[src/rtl/dense_buf_ctrl_if.sv]
// rtl/dense_buf_ctrl_if.sv - requester and buffer-side signal bundle for dense_buf_ctrl
interface dense_buf_ctrl_if #(
  parameter int DATA_WIDTH = 128,
  parameter int ADDR_WIDTH = 6
);
  logic                  clear_i;
  logic                  wr_req_i;
  logic [ADDR_WIDTH-1:0] wr_addr_i;
  logic [DATA_WIDTH-1:0] wr_data_i;
  logic                  wr_gnt_o;
  logic                  rd0_req_i;
  logic                  rd1_req_i;
  logic [ADDR_WIDTH-1:0] rd0_addr_i;
  logic [ADDR_WIDTH-1:0] rd1_addr_i;
  logic                  rd0_gnt_o;
  logic                  rd1_gnt_o;
  logic                  rd0_rvalid_o;
  logic                  rd1_rvalid_o;
  logic [DATA_WIDTH-1:0] rd0_rdata_o;
  logic [DATA_WIDTH-1:0] rd1_rdata_o;
  logic                  buf_write_en_o;
  logic [ADDR_WIDTH-1:0] buf_write_addr_o;
  logic [DATA_WIDTH-1:0] buf_write_data_o;
  logic                  buf_read_en_o;
  logic [ADDR_WIDTH-1:0] buf_read_addr_o;
  logic [DATA_WIDTH-1:0] buf_read_data_i;
  logic [ADDR_WIDTH-1:0] fill_cnt_o;
  logic                  full_o;
  logic                  err_o;

  modport master (
    output clear_i, wr_req_i, wr_addr_i, wr_data_i,
    output rd0_req_i, rd1_req_i, rd0_addr_i, rd1_addr_i, buf_read_data_i,
    input  wr_gnt_o, rd0_gnt_o, rd1_gnt_o, rd0_rvalid_o, rd1_rvalid_o,
    input  rd0_rdata_o, rd1_rdata_o, buf_write_en_o, buf_write_addr_o,
    input  buf_write_data_o, buf_read_en_o, buf_read_addr_o,
    input  fill_cnt_o, full_o, err_o
  );

  modport slave (
    input  clear_i, wr_req_i, wr_addr_i, wr_data_i,
    input  rd0_req_i, rd1_req_i, rd0_addr_i, rd1_addr_i, buf_read_data_i,
    output wr_gnt_o, rd0_gnt_o, rd1_gnt_o, rd0_rvalid_o, rd1_rvalid_o,
    output rd0_rdata_o, rd1_rdata_o, buf_write_en_o, buf_write_addr_o,
    output buf_write_data_o, buf_read_en_o, buf_read_addr_o,
    output fill_cnt_o, full_o, err_o
  );
endinterface

[src/rtl/dense_buf_ctrl.sv]
// rtl/dense_buf_ctrl.sv - dense operand buffer access controller
// One loader write port, two round-robin core read ports, per-entry valid bitmap.
module dense_buf_ctrl #(
  parameter int DATA_WIDTH = 128,
  parameter int ADDR_WIDTH = 6,
  parameter int DEPTH      = 60
) (
  input  logic               clk,
  input  logic               rst,
  dense_buf_ctrl_if.slave    bus
);
  localparam logic [ADDR_WIDTH:0]   LIMIT     = (ADDR_WIDTH+1)'(DEPTH);
  localparam logic [ADDR_WIDTH-1:0] DEPTH_CNT = ADDR_WIDTH'(DEPTH);

  logic [DEPTH-1:0]      valid_q;
  logic [ADDR_WIDTH-1:0] fill_q;
  logic                  err_q;
  logic                  prio_q;
  logic [1:0]            rvalid_q;
  logic [DATA_WIDTH-1:0] rdata_q [2];

  logic                  wr_in;
  logic                  wr_gnt;
  logic                  wr_en;
  logic [1:0]            req;
  logic [1:0]            rd_in;
  logic [1:0]            elig;
  logic [1:0]            gnt;
  logic [ADDR_WIDTH-1:0] addr [2];
  logic                  sel;
  logic [ADDR_WIDTH-1:0] sel_addr;
  logic                  rd_en;

  function automatic logic in_range(input logic [ADDR_WIDTH-1:0] a);
    return {1'b0, a} < LIMIT;
  endfunction

  function automatic logic valid_at(input logic [DEPTH-1:0] v, input logic [ADDR_WIDTH-1:0] a);
    return in_range(a) ? v[a] : 1'b0;
  endfunction

  assign req[0]  = bus.rd0_req_i;
  assign req[1]  = bus.rd1_req_i;
  assign addr[0] = bus.rd0_addr_i;
  assign addr[1] = bus.rd1_addr_i;

  always_comb begin
    wr_in  = in_range(bus.wr_addr_i);
    wr_gnt = bus.wr_req_i & ~bus.clear_i & ~rst;
    wr_en  = wr_gnt & wr_in;
    rd_in  = '0;
    elig   = '0;
    for (int k = 0; k < 2; k++) begin
      rd_in[k] = in_range(addr[k]);
      // Out-of-range reads are granted so they can be flagged and answered with zero.
      elig[k]  = req[k] & ~bus.clear_i & ~rst &
                 (~rd_in[k] | valid_at(valid_q, addr[k]) |
                  (wr_en & (bus.wr_addr_i == addr[k])));
    end
    gnt[0]   = elig[0] & (~elig[1] | ~prio_q);
    gnt[1]   = elig[1] & (~elig[0] | prio_q);
    sel      = gnt[1];
    sel_addr = addr[sel];
    rd_en    = (|gnt) & rd_in[sel];
  end

  always_ff @(posedge clk) begin
    if (rst) begin
      valid_q    <= '0;
      fill_q     <= '0;
      err_q      <= 1'b0;
      prio_q     <= 1'b0;
      rvalid_q   <= '0;
      rdata_q[0] <= '0;
      rdata_q[1] <= '0;
    end else begin
      rvalid_q <= gnt;
      for (int k = 0; k < 2; k++) begin
        if (gnt[k]) rdata_q[k] <= rd_in[k] ? bus.buf_read_data_i : '0;
      end
      if (|gnt) prio_q <= gnt[0];
      if (bus.clear_i) begin
        valid_q <= '0;
        fill_q  <= '0;
        err_q   <= 1'b0;
      end else begin
        if (wr_en && !valid_q[bus.wr_addr_i]) begin
          valid_q[bus.wr_addr_i] <= 1'b1;
          fill_q                 <= fill_q + ADDR_WIDTH'(1);
        end
        if ((wr_gnt && !wr_in) || (|(gnt & ~rd_in))) err_q <= 1'b1;
      end
    end
  end

  assign bus.wr_gnt_o         = wr_gnt;
  assign bus.rd0_gnt_o        = gnt[0];
  assign bus.rd1_gnt_o        = gnt[1];
  assign bus.rd0_rvalid_o     = rvalid_q[0];
  assign bus.rd1_rvalid_o     = rvalid_q[1];
  assign bus.rd0_rdata_o      = rdata_q[0];
  assign bus.rd1_rdata_o      = rdata_q[1];
  assign bus.buf_write_en_o   = wr_en;
  assign bus.buf_write_addr_o = wr_en ? bus.wr_addr_i : '0;
  assign bus.buf_write_data_o = wr_en ? bus.wr_data_i : '0;
  assign bus.buf_read_en_o    = rd_en;
  assign bus.buf_read_addr_o  = rd_en ? sel_addr : '0;
  assign bus.fill_cnt_o       = fill_q;
  assign bus.full_o           = (fill_q == DEPTH_CNT);
  assign bus.err_o            = err_q;
endmodule

[src/flat_wrapper.sv]
// flat-port wrapper written by rule: the top's interface ports become plain ports
module dense_buf_ctrl_flat 
#(
  parameter int DATA_WIDTH = 128,
  parameter int ADDR_WIDTH = 6,
  parameter int DEPTH      = 60
)
  (clk, rst, bus_clear_i, bus_wr_req_i, bus_wr_addr_i, bus_wr_data_i, bus_rd0_req_i, bus_rd1_req_i, bus_rd0_addr_i, bus_rd1_addr_i, bus_buf_read_data_i, bus_wr_gnt_o, bus_rd0_gnt_o, bus_rd1_gnt_o, bus_rd0_rvalid_o, bus_rd1_rvalid_o, bus_rd0_rdata_o, bus_rd1_rdata_o, bus_buf_write_en_o, bus_buf_write_addr_o, bus_buf_write_data_o, bus_buf_read_en_o, bus_buf_read_addr_o, bus_fill_cnt_o, bus_full_o, bus_err_o);
  dense_buf_ctrl_if #(.DATA_WIDTH(DATA_WIDTH), .ADDR_WIDTH(ADDR_WIDTH)) bus_i ();
  input  logic clk;
  input  logic rst;
  input wire logic [$bits(bus_i.clear_i)-1:0] bus_clear_i;
  input wire logic [$bits(bus_i.wr_req_i)-1:0] bus_wr_req_i;
  input wire logic [$bits(bus_i.wr_addr_i)-1:0] bus_wr_addr_i;
  input wire logic [$bits(bus_i.wr_data_i)-1:0] bus_wr_data_i;
  input wire logic [$bits(bus_i.rd0_req_i)-1:0] bus_rd0_req_i;
  input wire logic [$bits(bus_i.rd1_req_i)-1:0] bus_rd1_req_i;
  input wire logic [$bits(bus_i.rd0_addr_i)-1:0] bus_rd0_addr_i;
  input wire logic [$bits(bus_i.rd1_addr_i)-1:0] bus_rd1_addr_i;
  input wire logic [$bits(bus_i.buf_read_data_i)-1:0] bus_buf_read_data_i;
  output wire logic [$bits(bus_i.wr_gnt_o)-1:0] bus_wr_gnt_o;
  output wire logic [$bits(bus_i.rd0_gnt_o)-1:0] bus_rd0_gnt_o;
  output wire logic [$bits(bus_i.rd1_gnt_o)-1:0] bus_rd1_gnt_o;
  output wire logic [$bits(bus_i.rd0_rvalid_o)-1:0] bus_rd0_rvalid_o;
  output wire logic [$bits(bus_i.rd1_rvalid_o)-1:0] bus_rd1_rvalid_o;
  output wire logic [$bits(bus_i.rd0_rdata_o)-1:0] bus_rd0_rdata_o;
  output wire logic [$bits(bus_i.rd1_rdata_o)-1:0] bus_rd1_rdata_o;
  output wire logic [$bits(bus_i.buf_write_en_o)-1:0] bus_buf_write_en_o;
  output wire logic [$bits(bus_i.buf_write_addr_o)-1:0] bus_buf_write_addr_o;
  output wire logic [$bits(bus_i.buf_write_data_o)-1:0] bus_buf_write_data_o;
  output wire logic [$bits(bus_i.buf_read_en_o)-1:0] bus_buf_read_en_o;
  output wire logic [$bits(bus_i.buf_read_addr_o)-1:0] bus_buf_read_addr_o;
  output wire logic [$bits(bus_i.fill_cnt_o)-1:0] bus_fill_cnt_o;
  output wire logic [$bits(bus_i.full_o)-1:0] bus_full_o;
  output wire logic [$bits(bus_i.err_o)-1:0] bus_err_o;
  assign bus_i.clear_i = bus_clear_i;
  assign bus_i.wr_req_i = bus_wr_req_i;
  assign bus_i.wr_addr_i = bus_wr_addr_i;
  assign bus_i.wr_data_i = bus_wr_data_i;
  assign bus_i.rd0_req_i = bus_rd0_req_i;
  assign bus_i.rd1_req_i = bus_rd1_req_i;
  assign bus_i.rd0_addr_i = bus_rd0_addr_i;
  assign bus_i.rd1_addr_i = bus_rd1_addr_i;
  assign bus_i.buf_read_data_i = bus_buf_read_data_i;
  assign bus_wr_gnt_o = bus_i.wr_gnt_o;
  assign bus_rd0_gnt_o = bus_i.rd0_gnt_o;
  assign bus_rd1_gnt_o = bus_i.rd1_gnt_o;
  assign bus_rd0_rvalid_o = bus_i.rd0_rvalid_o;
  assign bus_rd1_rvalid_o = bus_i.rd1_rvalid_o;
  assign bus_rd0_rdata_o = bus_i.rd0_rdata_o;
  assign bus_rd1_rdata_o = bus_i.rd1_rdata_o;
  assign bus_buf_write_en_o = bus_i.buf_write_en_o;
  assign bus_buf_write_addr_o = bus_i.buf_write_addr_o;
  assign bus_buf_write_data_o = bus_i.buf_write_data_o;
  assign bus_buf_read_en_o = bus_i.buf_read_en_o;
  assign bus_buf_read_addr_o = bus_i.buf_read_addr_o;
  assign bus_fill_cnt_o = bus_i.fill_cnt_o;
  assign bus_full_o = bus_i.full_o;
  assign bus_err_o = bus_i.err_o;
  dense_buf_ctrl #(.DATA_WIDTH(DATA_WIDTH), .ADDR_WIDTH(ADDR_WIDTH), .DEPTH(DEPTH)) u_core (.clk(clk), .rst(rst), .bus(bus_i));
endmodule
[config.mk]
export PLATFORM = sky130hd
export DESIGN_NAME = dense_buf_ctrl_flat
export DESIGN_NICKNAME = d
export VERILOG_FILES = /design/src/rtl/dense_buf_ctrl_if.sv /design/src/rtl/dense_buf_ctrl.sv /design/src/flat_wrapper.sv
export SDC_FILE = /design/constraint.sdc
export NUM_CORES = 1
export LEC_CHECK = 0
export ABC_CLOCK_PERIOD_IN_PS = 9900
export BUFFER_PORTS_ARGS = -buffer_cell sky130_fd_sc_hd__buf_4
export CAP_MARGIN = 10
export CELL_PAD_IN_SITES_DETAIL_PLACEMENT = 1
export CELL_PAD_IN_SITES_GLOBAL_PLACEMENT = 2
export CORE_AREA = 3 3 268 270
export DETAILED_ROUTE_END_ITERATION = 8
export DIE_AREA = 0 0 271 273
export PLACE_DENSITY_LB_ADDON = 0.08
export SLEW_MARGIN = 20
export SYNTH_ARGS = -nofsm -noshare
export SYNTH_HDL_FRONTEND = slang
export SYNTH_SLANG_ARGS = --single-unit
[constraint.sdc]
create_clock -name clk -period 9.9 [get_ports clk]
set_input_delay 2.97 -clock clk [delete_from_list [all_inputs] [get_ports clk]]
set_output_delay 2.97 -clock clk [all_outputs]
set_load 0.005 [all_outputs]
; Word-level counts from Yosys, hierarchy flattened
; Memory sizes are Yosys's and may differ from the RTL's.
; Index checks and enable logic that the tools add are counted.
[op_classes]
addsub = 1
order_cmp = 9
n_eq_ne = 3
n_mux = 30
n_bitwise = 33
reduce_logical = 9
[ops]
columns = cell, count
row1 = $mux 128, 5
row2 = $or 60x60->60, 1
row3 = $mux 6, 5
row4 = $lt 6x7->1 const B, 3
row5 = $bmux 1 s6, 3
row6 = $lt 6x6->1 const B, 3
row7 = $mux 1, 16
row8 = $and 1x1->1, 14
row9 = $eq 6x6->1, 2
row10 = $or 1x1->1, 8
row11 = $not 1->1, 7
row12 = $add 6x1->6 const B, 1
row13 = $demux 1 s6, 1
row14 = $eq 6x6->1 const B, 1
row15 = $ge 6x1->1 const B, 1
row16 = $reduce_or 2->1, 3
row17 = $logic_and 1x1->1, 3
row18 = $and 2x2->2, 1
row19 = $ge 2x2->1 const B, 1
row20 = $logic_not 1->1, 2
row21 = $lt 1x2->1 const B, 1
row22 = $not 1->2, 1
row23 = $not 2->2, 1
row24 = $logic_or 1x1->1, 1
[totals]
register_bits = 70
mem_bits_rw = 256
input_bits = 280
output_inout_bits = 411
word_cells = 91
mem_count = 1
[memory_table]
columns = name, depth, word_bits, rd, rd_clocked_by_memory_dff, write_ports, line
row1 = u_core.rdata_q, 2, 128, 2, 0, 2, dense_buf_ctrl.sv:20  ; logic [DATA_WIDTH-1:0] rdata_q [2];

; Logic depth before layout (Yosys ltp)
[logic_depth]
ltp_word = 15
ltp_mapped = 12
mapped_depth_nobuf = 8

; Worst setup path after synthesis
; No wires, ideal clock.
[synth_path]
path_kind = input -> register
startpoint = input port bus_rd0_addr_i[0]
endpoint = memory u_core.rdata_q[1][0] (netlist: u_core.rdata_q[0][128]) (enable)
setup_time_ns = 0.496
arrival_time_ns = 7.536
required_ns = 9.404
setup_slack_ns = 1.868
path_stages = 9
n_path_buf = 2
cell_sequence = buf_6 > mux4_2 > mux2_2 > nor3b_2 > o311ai_4 > o2111ai_4 > o21ba_1 > buf_2 > or2_1
[synth_rtl]
columns = item, line
row1 = "start, declared", flat_wrapper.sv:18  ; input wire logic [$bits(bus_i.rd0_addr_i)-1:0] bus_rd0_addr_i;
row2 = "end, declared", dense_buf_ctrl.sv:20

; Worst setup path after layout
[layout_path]
startpoint = input port bus_rd0_addr_i[0]
endpoint = output port bus_buf_read_en_o
[layout_via]
elab_chain_cells = 12
elab_cells_between_ends = 18
cone_classes = 1 x order compare / 1 x eq/ne / 5 x mux / 10 x bitwise / 1 x reduce/logical
[layout_lines]
columns = item, line
row1 = $bmux 1 s6, dense_buf_ctrl.sv:39  ; return in_range(a) ? v[a] : 1'b0;
row2 = $mux 1 (implied by the code), dense_buf_ctrl.sv:39
row3 = $mux 1, dense_buf_ctrl.sv:39
row4 = $or 1x1->1 (2 in series), dense_buf_ctrl.sv:57  ; (~rd_in[k] | valid_at(valid_q, addr[k]) |
row5 = $and 1x1->1, dense_buf_ctrl.sv:56  ; elig[k] = req[k] & ~bus.clear_i & ~rst &
row6 = $not 1->1, dense_buf_ctrl.sv:61  ; gnt[1] = elig[1] & (~elig[0] | prio_q);
row7 = $or 1x1->1, dense_buf_ctrl.sv:61
row8 = $and 1x1->1, dense_buf_ctrl.sv:61
row9 = $mux 1 (implied by the code) (2 in series), dense_buf_ctrl.sv:64  ; rd_en = (|gnt) & rd_in[sel];
row10 = $and 1x1->1 (*), dense_buf_ctrl.sv:64
row11 = "end, declared", flat_wrapper.sv:31  ; output wire logic [$bits(bus_i.buf_read_en_o)-1:0] bus_buf_read_en_o;
; Every way passes the cells marked *; elsewhere a longest branch is shown, timed or not. The select of a mux whose other input is x is not followed.

==> flow_summary.toml <==
[pwr]
vdd_drop_max_uv = 116.3
clockPowerShare_pct = 42.6
p_sw_w = 0.0008702
p_leak_nw = 9.160
p_int_w = 0.002654
combPwrFrac_pct = 12.6
powerDensity_nw_per_um2 = 158.1
netSwitchingFraction_pct = 24.69
p_seq_share_pct = 44.8

[timing]
holdWs_ns = 0.5291
setup_viol = 0
clock_skew_ns = 0.03262
maxSlewViolCount = 0
relSlewSlack_pct = 25.82
post-route-period-util_pct = 87.49
hold_viol = 0
fmax_mhz = 115.5
tns_ns = 0
fin_crit_ns = 8.661
rsz0062_at_grt = "false"
worst_slew_pin_slew_ns = 1.107

[clocking]
cts_buffers = 41
cts_resized = 0
cts_root_buffer = "clkbuf_16"
cts.sinks = 326
insertion_delay_ns = 0.58
clkTransAtPathRegs_ns = 0.06
cts_max_level = 2
hold_buffers = 0
cts_tree = "built"
cts.path.max_buffers = 3
cts_setup_buffers = 0

[die]
initial_core_util_pct = 21.53
fp-row-count = 97
core_sq_um = 69790
die_h_um = 273
ios = 691
die_width_um = 271
dieArea_sq_um = 73980

[worst_setup_path]
path_cells = "buf_4 > mux4_2 > mux2_2 > nor3b_2 > o311ai_4 > o2111ai_4 > nor2_1 > o32ai_1 > buf_4"
worst-path-max-fanout = 25
required_ns = 6.93
crit_slowest_cell = "o32ai_1"
max_stage_delay_ns = 0.58
path_class = "in2out"
crit_path_start_kind = "primary input"
r2r_slack_ns = 6.01
crit_top_cell = "buf_4"
cp_data_arrival_time_ns = 5.69
endpoint_kind = "output pin"

[grt]
grt_max_degree = 132
antenna_found_initial = 18
grtUsageTotal_pct = 19.14
first_global_vias = 12430
grt_remaining_overflow = 0
grt_pass1_wl_um = 101700

[placed_design]
gp_congestion = 0.7901
dp_hpwl_um = 56860
io_buffers = 690

[outcome]
status = "complete, no violations"

[synth]
synth-main-ff-cell = "edfxtp_1"
yosysSeqAreaShare_pct = 60.50
synth_edf_count = 256
avgSynthCellArea_sq_um = 12.77
synthesis.area_sq_um = 15020
synth_cell_type_count = 70
syn_inst = 1176
synth_fp_nets = 1458
synth-async-reset-ratio_pct = 0
ys_ff_latch = 326
ys_warn_count = 0

[drt]
wire_per_inst_um = 26.52
detail_route.first_pass.iterations = 5
drcViolationCount = 0
wl_um = 74450
viasPerCell = 4.331
first_iter_violations = 620
ant_nets = 0
vias = 12160

[final_layout]
layout.nets = 2111
drive_gt1_share_pct = 43.98
mostFrequentLayoutCell = "buf_4"
areaGrowthSynthToFinish_pct = 48.42
final_cell_mix = "buf_4 (696), and2_1 (389), edfxtp_1 (256)"

[flow_run]
drv_cap = 0

[worst_hold_path]
hold_class = "reg2reg"
-- registers in the layout, summed over array words and instances, names as in the netlist --
signal                 count
u_core.rdata_q           256
u_core.valid_q            60
u_core.bus.err_o           1
u_core.rvalid_q            2
u_core.prio_q              1
u_core.bus.fill_cnt_o      6
-- per-stage QoR --
step / instance area (sq um) / setup slack, ns / total power, W / cells / util (%)
3_3_place_gp: 20910 / 1.354 / 0.002061 / 2725 / 29.96
5_1_grt: 22300 / 1.041 / 0.003671 / 2806 / 31.95
6_report: 22300 / 1.239 / 0.003524 / 2807 / 31.95
3_5_place_dp: 20910 / 1.295 / 0.002065 / 2725 / 29.96
2_1_floorplan: 15020 / 1.868 / 0.001742 / 1176 / -
4_1_cts: 22260 / 1.296 / 0.003594 / 2801 / 31.90
-- cell usage after synthesis (all sizes together), types with 4 or more instances --
| library cell | instances | area, sq um |
|---|---|---|
| a21oi | 9 | 52.55 |
| a22oi | 10 | 75.07 |
| a31oi | 56 | 350.3 |
| a32o | 6 | 60.06 |
| a41oi | 8 | 70.07 |
| and2 | 389 | 2434 |
| and3 | 7 | 43.79 |
| buf | 53 | 470.5 |
| clkbuf | 37 | 140.1 |
| dfxtp | 70 | 1401 |
| edfxtp | 256 | 7687 |
| inv | 8 | 30.03 |
| mux2 | 4 | 45.04 |
| mux2i | 26 | 260.3 |
| mux4 | 31 | 698.2 |
| nand2 | 17 | 63.81 |
| nand2b | 4 | 25.02 |
| nand3 | 11 | 55.05 |
| nand3b | 4 | 30.03 |
| nand4 | 6 | 37.54 |
| nor2 | 84 | 317.8 |
| nor2b | 7 | 43.79 |
| nor3 | 9 | 50.05 |
| nor3b | 4 | 40.03 |
| xnor2 | 6 | 52.55 |
| xor2 | 8 | 70.07 |
-- cell type report --
class                      count  area (sq um)
antenna                        5         12.51
clock buffer                  51          1104
clock inverter                25         249.0
fill                        7744         47490
inverter                       9         35.03
multi-input combinational    751          5336
sequential                   326          9089
tap                          940          1176
timing repair buffer         700          5296
-- power groups by stage --
stage / clock network [W] / logic [W] / registers [W]
after floorplan: 0 / 0.000122 / 0.00162
after global placement: 0 / 0.000453 / 0.00161
after detailed placement: 0 / 0.000454 / 0.00161
after CTS: 0.00156 / 0.000454 / 0.00158
after global routing: 0.00161 / 0.000476 / 0.00159
final: 0.00150 / 0.000443 / 0.00158
-- worst paths after layout --
| kind | from | to | depth (start not counted) |
|---|---|---|---|
| worst min register to register | u_core.bus.fill_cnt_o[2] | u_core.bus.fill_cnt_o[2] | 1 |
| worst max register to register | u_core.valid_q[39] | u_core.rdata_q[0][227] | 8 |
| worst max-delay path | bus_rd0_addr_i[0] | bus_buf_read_en_o | 9 |
| worst min-delay path | u_core.bus.fill_cnt_o[2] | u_core.bus.fill_cnt_o[2] | 1 |
-- logic make-up after synthesis --
group,after synthesis,synth area share [%]
simple gates,554,21.53
flops,326,60.50
compound gates,120,6.022
buf+inv,99,4.289
mux,61,6.679
xor+xnor,14,0.8162
fa+ha+maj,2,0.1665
-- routing by layer --
layer / vias up / part of all wire (%) / global-route usage [%]
li1: 5507 / - / -
met1: 6074 / 41 / 23.71
met2: 462 / 48 / 31.62
met3: 103 / 8.0 / 6.506
met4: 10 / 3.0 / 5.537
met5: - / 0.075 / 0
-- critical path, delay by kind of cell --
family	cells	cell delay (ns)
buf+inv	2	0.59
mux	2	0.84
simple gates	2	0.33
compound gates	3	0.92
No activity file was read; power rests on OpenSTA's default activity.
